--- src/rtl/ped_crossing_pkg.sv ---
// Shared types for the pedestrian crossing controller: FSM state encoding,
// lamp-vector field positions and the Moore lamp decode.
package ped_crossing_pkg;

    typedef enum logic [2:0] {
        ST_CAR_GREEN      = 3'd0,
        ST_CAR_YELLOW     = 3'd1,
        ST_ALL_RED_1      = 3'd2,
        ST_PED_GREEN      = 3'd3,
        ST_PED_FLASH      = 3'd4,
        ST_ALL_RED_2      = 3'd5,
        ST_CAR_RED_YELLOW = 3'd6,
        ST_NIGHT_FLASH    = 3'd7
    } state_t;

    localparam int LAMP_W           = 5;
    localparam int LAMP_ROAD_RED    = 4;
    localparam int LAMP_ROAD_YELLOW = 3;
    localparam int LAMP_ROAD_GREEN  = 2;
    localparam int LAMP_PED_RED     = 1;
    localparam int LAMP_PED_GREEN   = 0;

    function automatic logic [LAMP_W-1:0] lamp_decode(input state_t st, input logic blink);
        logic [LAMP_W-1:0] l;
        l = 5'b00000;
        case (st)
            ST_CAR_GREEN:      begin l[LAMP_ROAD_GREEN] = 1'b1; l[LAMP_PED_RED] = 1'b1; end
            ST_CAR_YELLOW:     begin l[LAMP_ROAD_YELLOW] = 1'b1; l[LAMP_PED_RED] = 1'b1; end
            ST_ALL_RED_1:      begin l[LAMP_ROAD_RED] = 1'b1; l[LAMP_PED_RED] = 1'b1; end
            ST_PED_GREEN:      begin l[LAMP_ROAD_RED] = 1'b1; l[LAMP_PED_GREEN] = 1'b1; end
            ST_PED_FLASH:      begin l[LAMP_ROAD_RED] = 1'b1; l[LAMP_PED_GREEN] = blink; end
            ST_ALL_RED_2:      begin l[LAMP_ROAD_RED] = 1'b1; l[LAMP_PED_RED] = 1'b1; end
            ST_CAR_RED_YELLOW: begin
                l[LAMP_ROAD_RED] = 1'b1; l[LAMP_ROAD_YELLOW] = 1'b1; l[LAMP_PED_RED] = 1'b1;
            end
            ST_NIGHT_FLASH:    l[LAMP_ROAD_YELLOW] = blink;
            default:           l = 5'b00000;
        endcase
        return l;
    endfunction

endpackage

--- src/rtl/tick_prescaler.sv ---
// Free-running modulo-CLK_PER_SEC counter producing a one-cycle seconds tick;
// restart forces the count back to zero so each phase starts a full second.
module tick_prescaler #(
    parameter int CLK_PER_SEC = 50_000_000
) (
    input  logic clk,
    input  logic rst_n,
    input  logic restart,
    output logic tick
);
    localparam int CW = (CLK_PER_SEC > 1) ? $clog2(CLK_PER_SEC) : 1;
    localparam logic [CW-1:0] CNT_MAX = CW'(CLK_PER_SEC - 1);

    logic [CW-1:0] cnt_r;
    logic [CW-1:0] cnt_nx_s;
    logic          tick_r;

    // Next count: restart to zero, wrap at CNT_MAX, else increment
    always_comb begin
        cnt_nx_s = cnt_r;
        if (restart) begin
            cnt_nx_s = {CW{1'b0}};
        end else if (cnt_r == CNT_MAX) begin
            cnt_nx_s = {CW{1'b0}};
        end else begin
            cnt_nx_s = cnt_r + CW'(1);
        end
    end

    // Count register; tick is registered so it is high exactly while cnt_r == CNT_MAX
    always_ff @(posedge clk or negedge rst_n) begin
        if (!rst_n) begin
            cnt_r  <= {CW{1'b0}};
            tick_r <= (CNT_MAX == {CW{1'b0}});
        end else begin
            cnt_r  <= cnt_nx_s;
            tick_r <= (cnt_nx_s == CNT_MAX);
        end
    end

    assign tick = tick_r;

endmodule

--- src/rtl/ped_crossing_ctrl.sv ---
// Request-driven pedestrian crossing controller with night flashing mode.
// Optional ped_countdown output is built when PED_COUNTDOWN_EN is defined.
module ped_crossing_ctrl
    import ped_crossing_pkg::*;
#(
    parameter int CLK_PER_SEC     = 50_000_000,
    parameter int T_CAR_GREEN_MIN = 10,
    parameter int T_YELLOW        = 3,
    parameter int T_ALL_RED       = 2,
    parameter int T_PED_GREEN     = 8,
    parameter int T_PED_FLASH     = 4,
    parameter int T_RED_YELLOW    = 2,
    parameter int CNT_W           = 8
) (
    input  logic clk,
    input  logic rst_n,
    input  logic ped_req,
    input  logic night_mode,
    output logic road_red,
    output logic road_yellow,
    output logic road_green,
    output logic ped_red,
    output logic ped_green,
    output logic wait_lamp
`ifdef PED_COUNTDOWN_EN
    ,
    output logic [CNT_W-1:0] ped_countdown
`endif
);

    state_t            state_r, state_nx_s;
    logic [CNT_W-1:0]  timer_r, timer_nx_s;
    logic              blink_r, blink_nx_s;
    logic              pend_r, pend_nx_s;
    logic [1:0]        req_sync_r, night_sync_r;
    logic              req_prev_r;
    logic [LAMP_W-1:0] lamp_r;
    logic              tick_s, entry_s, last_s, rise_s, night_s;

    function automatic logic [CNT_W-1:0] load_time(input state_t st);
        case (st)
            ST_CAR_GREEN:      return CNT_W'(T_CAR_GREEN_MIN);
            ST_CAR_YELLOW:     return CNT_W'(T_YELLOW);
            ST_ALL_RED_1:      return CNT_W'(T_ALL_RED);
            ST_PED_GREEN:      return CNT_W'(T_PED_GREEN);
            ST_PED_FLASH:      return CNT_W'(T_PED_FLASH);
            ST_ALL_RED_2:      return CNT_W'(T_ALL_RED);
            ST_CAR_RED_YELLOW: return CNT_W'(T_RED_YELLOW);
            default:           return {CNT_W{1'b0}};
        endcase
    endfunction

    tick_prescaler #(.CLK_PER_SEC(CLK_PER_SEC)) u_prescaler (
        .clk     (clk),
        .rst_n   (rst_n),
        .restart (entry_s),
        .tick    (tick_s)
    );

    assign night_s = night_sync_r[1];
    assign rise_s  = req_sync_r[1] & ~req_prev_r;
    assign last_s  = tick_s && (timer_r == CNT_W'(1));

    // Next-state selection; night requests are honoured only from road green
    always_comb begin
        state_nx_s = state_r;
        case (state_r)
            ST_CAR_GREEN: begin
                if (night_s) begin
                    state_nx_s = ST_NIGHT_FLASH;
                end else if ((timer_r == {CNT_W{1'b0}}) && pend_r) begin
                    state_nx_s = ST_CAR_YELLOW;
                end else begin
                    state_nx_s = ST_CAR_GREEN;
                end
            end
            ST_CAR_YELLOW:     state_nx_s = last_s ? ST_ALL_RED_1      : ST_CAR_YELLOW;
            ST_ALL_RED_1:      state_nx_s = last_s ? ST_PED_GREEN      : ST_ALL_RED_1;
            ST_PED_GREEN:      state_nx_s = last_s ? ST_PED_FLASH      : ST_PED_GREEN;
            ST_PED_FLASH:      state_nx_s = last_s ? ST_ALL_RED_2      : ST_PED_FLASH;
            ST_ALL_RED_2:      state_nx_s = last_s ? ST_CAR_RED_YELLOW : ST_ALL_RED_2;
            ST_CAR_RED_YELLOW: state_nx_s = last_s ? ST_CAR_GREEN      : ST_CAR_RED_YELLOW;
            ST_NIGHT_FLASH:    state_nx_s = night_s ? ST_NIGHT_FLASH   : ST_ALL_RED_2;
            default:           state_nx_s = ST_CAR_GREEN;
        endcase
    end

    // Timer, blink and request latch; entering PED_GREEN clears a simultaneous new request
    always_comb begin
        entry_s    = (state_nx_s != state_r);
        timer_nx_s = timer_r;
        blink_nx_s = blink_r;
        pend_nx_s  = pend_r;
        if (entry_s) begin
            timer_nx_s = load_time(state_nx_s);
            blink_nx_s = 1'b1;
        end else if (tick_s) begin
            timer_nx_s = (timer_r == {CNT_W{1'b0}}) ? {CNT_W{1'b0}} : timer_r - CNT_W'(1);
            blink_nx_s = ~blink_r;
        end else begin
            timer_nx_s = timer_r;
        end
        if (entry_s && (state_nx_s == ST_PED_GREEN)) begin
            pend_nx_s = 1'b0;
        end else if (rise_s && (state_r != ST_PED_GREEN) && (state_r != ST_PED_FLASH)
                     && (state_r != ST_NIGHT_FLASH)) begin
            pend_nx_s = 1'b1;
        end else begin
            pend_nx_s = pend_r;
        end
    end

    // Synchronisers, FSM state and lamp register (decoded from next state so lamps track state)
    always_ff @(posedge clk or negedge rst_n) begin
        if (!rst_n) begin
            req_sync_r   <= 2'b00;
            night_sync_r <= 2'b00;
            req_prev_r   <= 1'b0;
            state_r      <= ST_CAR_GREEN;
            timer_r      <= CNT_W'(T_CAR_GREEN_MIN);
            blink_r      <= 1'b1;
            pend_r       <= 1'b0;
            lamp_r       <= lamp_decode(ST_CAR_GREEN, 1'b1);
        end else begin
            req_sync_r   <= {req_sync_r[0], ped_req};
            night_sync_r <= {night_sync_r[0], night_mode};
            req_prev_r   <= req_sync_r[1];
            state_r      <= state_nx_s;
            timer_r      <= timer_nx_s;
            blink_r      <= blink_nx_s;
            pend_r       <= pend_nx_s;
            lamp_r       <= lamp_decode(state_nx_s, blink_nx_s);
        end
    end

    assign road_red    = lamp_r[LAMP_ROAD_RED];
    assign road_yellow = lamp_r[LAMP_ROAD_YELLOW];
    assign road_green  = lamp_r[LAMP_ROAD_GREEN];
    assign ped_red     = lamp_r[LAMP_PED_RED];
    assign ped_green   = lamp_r[LAMP_PED_GREEN];
    assign wait_lamp   = pend_r;

`ifdef PED_COUNTDOWN_EN
    logic [CNT_W-1:0] countdown_r;

    // Remaining walk time: steady phase adds the whole flashing phase still to come
    always_ff @(posedge clk or negedge rst_n) begin
        if (!rst_n) begin
            countdown_r <= {CNT_W{1'b0}};
        end else if (state_nx_s == ST_PED_GREEN) begin
            countdown_r <= timer_nx_s + CNT_W'(T_PED_FLASH);
        end else if (state_nx_s == ST_PED_FLASH) begin
            countdown_r <= timer_nx_s;
        end else begin
            countdown_r <= {CNT_W{1'b0}};
        end
    end

    assign ped_countdown = countdown_r;
`endif

endmodule

--- config.mk ---
export PLATFORM = sky130hd
export DESIGN_NAME = ped_crossing_ctrl
export DESIGN_NICKNAME = d
export VERILOG_FILES = /design/src/rtl/ped_crossing_pkg.sv /design/src/rtl/tick_prescaler.sv /design/src/rtl/ped_crossing_ctrl.sv
export SDC_FILE = /design/constraint.sdc
export NUM_CORES = 1
export LEC_CHECK = 0
export BUFFER_PORTS_ARGS = -buffer_cell sky130_fd_sc_hd__buf_2
export CAP_MARGIN = 5
export CORE_MARGIN = 4
export CORE_UTILIZATION = 45
export DETAILED_ROUTE_END_ITERATION = 6
export PLACE_DENSITY_LB_ADDON = 0.1
export SYNTH_ARGS = -nofsm -noshare
export SYNTH_HDL_FRONTEND = slang
export SYNTH_SLANG_ARGS = --single-unit
--- constraint.sdc ---
create_clock -name clk -period 2.4 [get_ports clk]
set_input_delay 0.24 -clock clk [delete_from_list [all_inputs] [get_ports clk]]
set_output_delay 0.24 -clock clk [all_outputs]
set_load 0.03 [all_outputs]
**Word-level counts from Yosys, hierarchy flattened**

Index checks and enable logic that the tools add are counted.

- Flip-flop bits (word level): 50
- Bits of input ports: 4

- Muxes and demuxes: 25
- Equality and inequality tests: 21
- Bitwise logic cells: 3
- Add/sub/neg operators: 2
- Reductions and logical operators: 15

Operator list:

| cell | count |
|---|---|
| == test 26 bit, second input constant | 2 |
| 2-to-1 mux 26 bit | 2 |
| adder 26 x 1 -> 26 bit, second input constant | 1 |
| == test 3 bit, second input constant | 8 |
| 2-to-1 mux 8 bit | 3 |
| one-hot mux 3 bit (8 select lines) | 1 |
| one-hot mux 4 bit (5 select lines) | 1 |
| == test 3 x 2 -> 1 bit, second input constant | 4 |
| 2-to-1 mux 1 bit | 10 |
| OR reduction 5 bit | 2 |
| 2-to-1 mux 3 bit | 3 |
| == test 8 x 1 -> 1 bit, second input constant | 1 |
| zero test 8 bit | 1 |
| subtractor 8 x 1 -> 8 bit, second input constant | 1 |
| == test 3 x 1 -> 1 bit, second input constant | 2 |
| logical AND 1 bit | 6 |
| zero test 3 bit | 2 |
| 2-to-1 mux 2 bit | 3 |
| != test 3 bit, second input constant | 2 |
| one-hot mux 1 bit (2 select lines) | 2 |
| nonzero test 2 bit | 2 |
| != test 3 x 2 -> 1 bit, second input constant | 1 |
| != test 3 bit | 1 |
| OR reduction 3 bit | 1 |
| other kinds (3) | 4 |

**Longest topological paths before layout**

- Depth in word-level cells: 9
- Gate-level depth with buffers: 9
- Mapped depth without buffers: 8

**Modules after synthesis**

A second synthesis with hierarchy kept.

- Cell total of the unflattened synthesis: 310
- Area, all modules: 2955.3 sq um

Modules (own cells, without submodules):

| module | times used | area each (sq um) | cells an instance | seq. area each (sq um) |
|---|---|---|---|---|
| tick_prescaler | 1 | 1564.0 | 169 | 675.6 |
| ped_crossing_ctrl | 1 | 1391.3 | 141 | 581.8 |

**Least setup slack after synthesis**

No wires, ideal clock.

- Path type: flip-flop to flip-flop
- From: register timer_r[1]
- To: register timer_r[0]
- Buffers on the path: 1
- Slack: 0.396 ns
- Arrival: 1.877 ns
- Stages on the path, launching flop included: 9
- Setup time: 0.127 ns
- Cell sequence: dfstp_2 > inv_1 > ha_1 > a41o_1 > and2_4 > or3_4 > buf_2 > a211oi_1 > a21oi_1

- Cells in the longest elaborated chain, start to end: 9

Ends and longest elaborated chain:

| item | line | text |
|---|---|---|
| start, declared | ped_crossing_ctrl.sv:32 | `logic [CNT_W-1:0] timer_r, timer_nx_s;` |
| start signal, assigned | ped_crossing_ctrl.sv:120 | `timer_r <= CNT_W'(T_CAR_GREEN_MIN);` |
| start signal, assigned | ped_crossing_ctrl.sv:129 | `timer_r <= timer_nx_s;` |
| zero test 8 bit | ped_crossing_ctrl.sv:71, ped_crossing_ctrl.sv:98 |  |
| logical AND 1 bit | ped_crossing_ctrl.sv:71 | `end else if ((timer_r == {CNT_W{1'b0}}) && pend_r) begin` |
| 2-to-1 mux 1 bit | ped_crossing_ctrl.sv:71 |  |
| 2-to-1 mux 3 bit | ped_crossing_ctrl.sv:69 | `if (night_s) begin` |
| one-hot mux 3 bit (8 select lines) | ped_crossing_ctrl.sv:67 | `case (state_r)` |
| == test 3 bit or == test 3 x 2 -> 1 bit (tied branches) | ped_crossing_ctrl.sv:41 | `case (st)` |
| OR reduction 3 bit (no source line) | n/a |  |
| one-hot mux 4 bit (5 select lines) | ped_crossing_ctrl.sv:41 |  |
| 2-to-1 mux 8 bit | ped_crossing_ctrl.sv:94 | `if (entry_s) begin` |

Several ways; a longest one is shown, not always the timed one. The select of a mux whose other input is x is not followed.
A chain may end at the register's enable or synchronous reset.

**Final worst setup path**

- From: register timer_r[1]
- To: register lamp_r[3]

- Cells in the longest elaborated chain, start to end: 8

Ends and longest elaborated chain:

| item | line | text |
|---|---|---|
| zero test 8 bit | ped_crossing_ctrl.sv:71 |  |
| logical AND 1 bit | ped_crossing_ctrl.sv:71 |  |
| 2-to-1 mux 1 bit | ped_crossing_ctrl.sv:71 |  |
| 2-to-1 mux 3 bit | ped_crossing_ctrl.sv:69 |  |
| one-hot mux 3 bit (8 select lines) (*) | ped_crossing_ctrl.sv:67 |  |
| != test 3 bit (*) | ped_crossing_ctrl.sv:90 | `entry_s = (state_nx_s != state_r);` |
| 2-to-1 mux 1 bit (*) | ped_crossing_ctrl.sv:94 |  |
| net blink_nx_s | ped_crossing_ctrl.sv:33 | `logic blink_r, blink_nx_s;` |
| one-hot mux 1 bit (2 select lines) (*) | ped_crossing_pkg.sv:26 | `case (st)` |
| end signal, assigned | ped_crossing_ctrl.sv:123 | `lamp_r <= lamp_decode(ST_CAR_GREEN, 1'b1);` |
| end signal, assigned | ped_crossing_ctrl.sv:132 | `lamp_r <= lamp_decode(state_nx_s, blink_nx_s);` |
| end, declared | ped_crossing_ctrl.sv:37 | `logic [LAMP_W-1:0] lamp_r;` |

The timed path passes the listed nets; every way through them passes the cells marked *.

==> impl_metrics.yaml <==
worst_setup_path:
  critPathLaunchType: "register"
  crit_fanout: 4
  critical_path_arrival_ns: 2.40
  worst_setup_path_end_kind: "register"
  crit_path_start: "timer_r[1]"
  r2r_start: "timer_r[1]"
  critPathMaxStageDelay_ns: 0.53
  criticalPathCategory: "register to register"
  crit_buf_inv: 1
  crit_slowest_cell: "dfstp_2"
  cp.required_ns: 2.56
  crit_path_cell_trace: "inv_1 -> ha_1 -> nor4bb_2 -> and4bb_1 -> a211oi_1 -> nand2_1 -> a21oi_1 -> o21ai_1"
  crit_family: "compound AO/OA/AOI/OAI gates"
clocking:
  cts_tree: "yes"
  htreeDepth: 2
  cts.sinks: 50
  root_buffer: "clkbuf_8"
  cts_buffers: 5
  path_clk_slew_ns: 0.09
  cts.path.max_buffers: 2
  insertion_delay_ns: 0.31
synthesis:
  synth_edf_count: 0
  synth_xor_area_frac: 0.0866
  ys_types: 62
  synthAdderAreaFrac: 0.0177
  synthMuxAreaShare: 0.00795
  synth_compound_area_frac: 0.107
  yosys.area_share.simple: 0.302
  yosysWarnings: 0
  synth_top_family_by_area: "simple AND/OR/NAND/NOR gates"
  syn_nets: 312
  async_reset_ff_frac: 1.00
  synthesis.area_um2: 2830
  synth_cells: 304
  synth_area_per_cell_um2: 9.31
  synth_ff_type: "dfrtp_1"
  yosysSeqAreaShare: 0.444
  synth-seq-cells: 50
placement:
  dp_slack_ns: 0.186
  place.gp.congestion: 0.916
  port_buffers: 9
  place_area_um2: 2960
  dpl.hpwl_um: 4580
drt:
  drt-initial-drc-count: 122
  routed_via_density: 5.67
  wl_per_cell_um: 16.0
  first_pass_iters: 4
  wl_um: 6270
  drc: 0
  vias: 2216
  ant_nets: 0
grt:
  grt_pass1_wl_um: 11000
  grt-ovfl-total: 0
  grt_max_degree: 33
  grt_antenna_before_repair: 0
  track_usage: 0.183
  grt_pass1_vias: 2128
timing:
  fin_ws_ns: 0.169
  relSlewSlack: 0.661
  fin_crit_sh: 0.930
  clock_skew_ns: 0.0127
  worst_hold_slack_ns: 0.0316
  max_clock_freq_ghz: 0.448
  rsz0062_at_grt: "false"
  fin_crit_ns: 2.23
  maxSlewViolCount: 0
  tns_ns: 0
  hold_violations: 0
  worst_pin_slew_ns: 0.506
  setup_violations: 0
power:
  leakagePower_uw: 0.00132
  peakVddDrop_mv: 0.391
  power_density_nw_per_um2: 765
final_layout:
  layout-drive-gt1-share: 0.161
  final_common_cell: "nor2_1"
  layout_common_cells: "55 x nor2_1, 45 x dfrtp_1, 29 x nand2_1, 14 x xor2_1, 14 x xnor2_1"
  fin_nets: 323
  synthToLayoutAreaGrowth_pct: 8.26
  antennaDiodeCount: 0
  fin_area_um2: 3070
floorplanning:
  boundaryPins: 10
  start_util: 0.470
  coreArea_um2: 6030
  rows: 28
  fp.dieH_um: 87.3
  die-area_um2: 7630
  die_w_um: 87.3
outcome:
  status: "complete, no violations"
job:
  cap_violations: 0
min_path:
  hold_class: "input pin to register"
  hp-start: "night_mode"
kinds of logic after synthesis:
group                      after synthesis
AOI/OAI and AO/OA                       46
xor gates and xnor gates                28
adders and majority gates                4
buffers and inverters                   22
DFF                                     50
muxes                                    2
and+or+nand+nor                        152
cell type report:
class	count	area, µm²
Clock buffer	7	86.3
Clock inverter	1	5.00
Fill cell	578	2960
Inverter	9	33.8
Multi-Input combinational cell	232	1480
Sequential cell	50	1260
Tap cell	75	93.8
Timing Repair Buffer	17	108
state kept, by name, summed over array words and instances, names as in the netlist:
register           flops
state_r                3
u_prescaler.tick       1
lamp_r                 5
wait_lamp              1
u_prescaler.cnt_r     26
blink_r                1
req_prev_r             1
req_sync_r             2
night_sync_r           2
timer_r                8
through the flow:
stage	std cells	utilization	power, µW
2_1_floorplan	304	-	1640
3_3_place_gp	382	0.491	1840
3_5_place_dp	382	0.491	1850
4_1_cts	391	0.508	2370
5_1_grt	391	0.509	2520
6_report	391	0.509	2340
report_power, final:
part	internal, µW	switching [µW]
registers	984	157
clock network	233	276
logic	254	440
total	1470	873
worst paths after layout:
check	end	slack, ns	cells past startpoint
setup / recovery	lamp_r[3]	0.17	8
hold / removal	night_sync_r[0]	0.03	1
setup reg to reg	lamp_r[3]	0.17	8
hold reg to reg	night_sync_r[1]	0.36	0
max in group asynchronous	lamp_r[2]	1.22	3
min in group asynchronous	u_prescaler.cnt_r[5]	0.38	2
per-layer routing:
metal	track usage	part of all wire	vias to the layer above
li1	-	-	1096
met1	0.290	0.53	1063
met2	0.247	0.41	51
met3	0.0397	0.049	6
met4	0.0502	0.011	0
met5	0	0	-
what timing repair did:
item / CTS / global route
gates resized for setup: 0 / 1
endpoints found under the hold margin: 18 / 0
hold buffers: 1 / 0
endpoints found under the setup margin: 0 / 2
buffers inserted: 0 / 0
synth_stat cells, types with 2 or more instances:
cell type,number,area share
a311oi_1,2,0.0062
ha_1,4,0.018
mux2_2,2,0.0080
nand4b_1,2,0.0062
nor4_2,2,0.0088
nand3_2,2,0.0071
and3_2,2,0.0053
nor3b_1,2,0.0053
and3_1,5,0.011
nand2_1,29,0.038
o21ai_0,5,0.0088
inv_1,9,0.012
nand3_4,2,0.012
a211oi_1,6,0.016
nand3_1,8,0.014
and4_1,3,0.0093
xor2_1,14,0.043
nor3_1,10,0.018
a21oi_1,12,0.021
o22ai_1,2,0.0044
nor2_1,55,0.073
o32ai_1,2,0.0062
clkbuf_1,5,0.0066
dfrtp_1,45,0.40
buf_2,6,0.011
a31oi_1,4,0.0088
nand4_1,9,0.020
a22oi_1,2,0.0053
dfstp_2,5,0.046
xnor2_1,14,0.043
o21ai_1,3,0.0053
(Power assumes the default switching activity.)
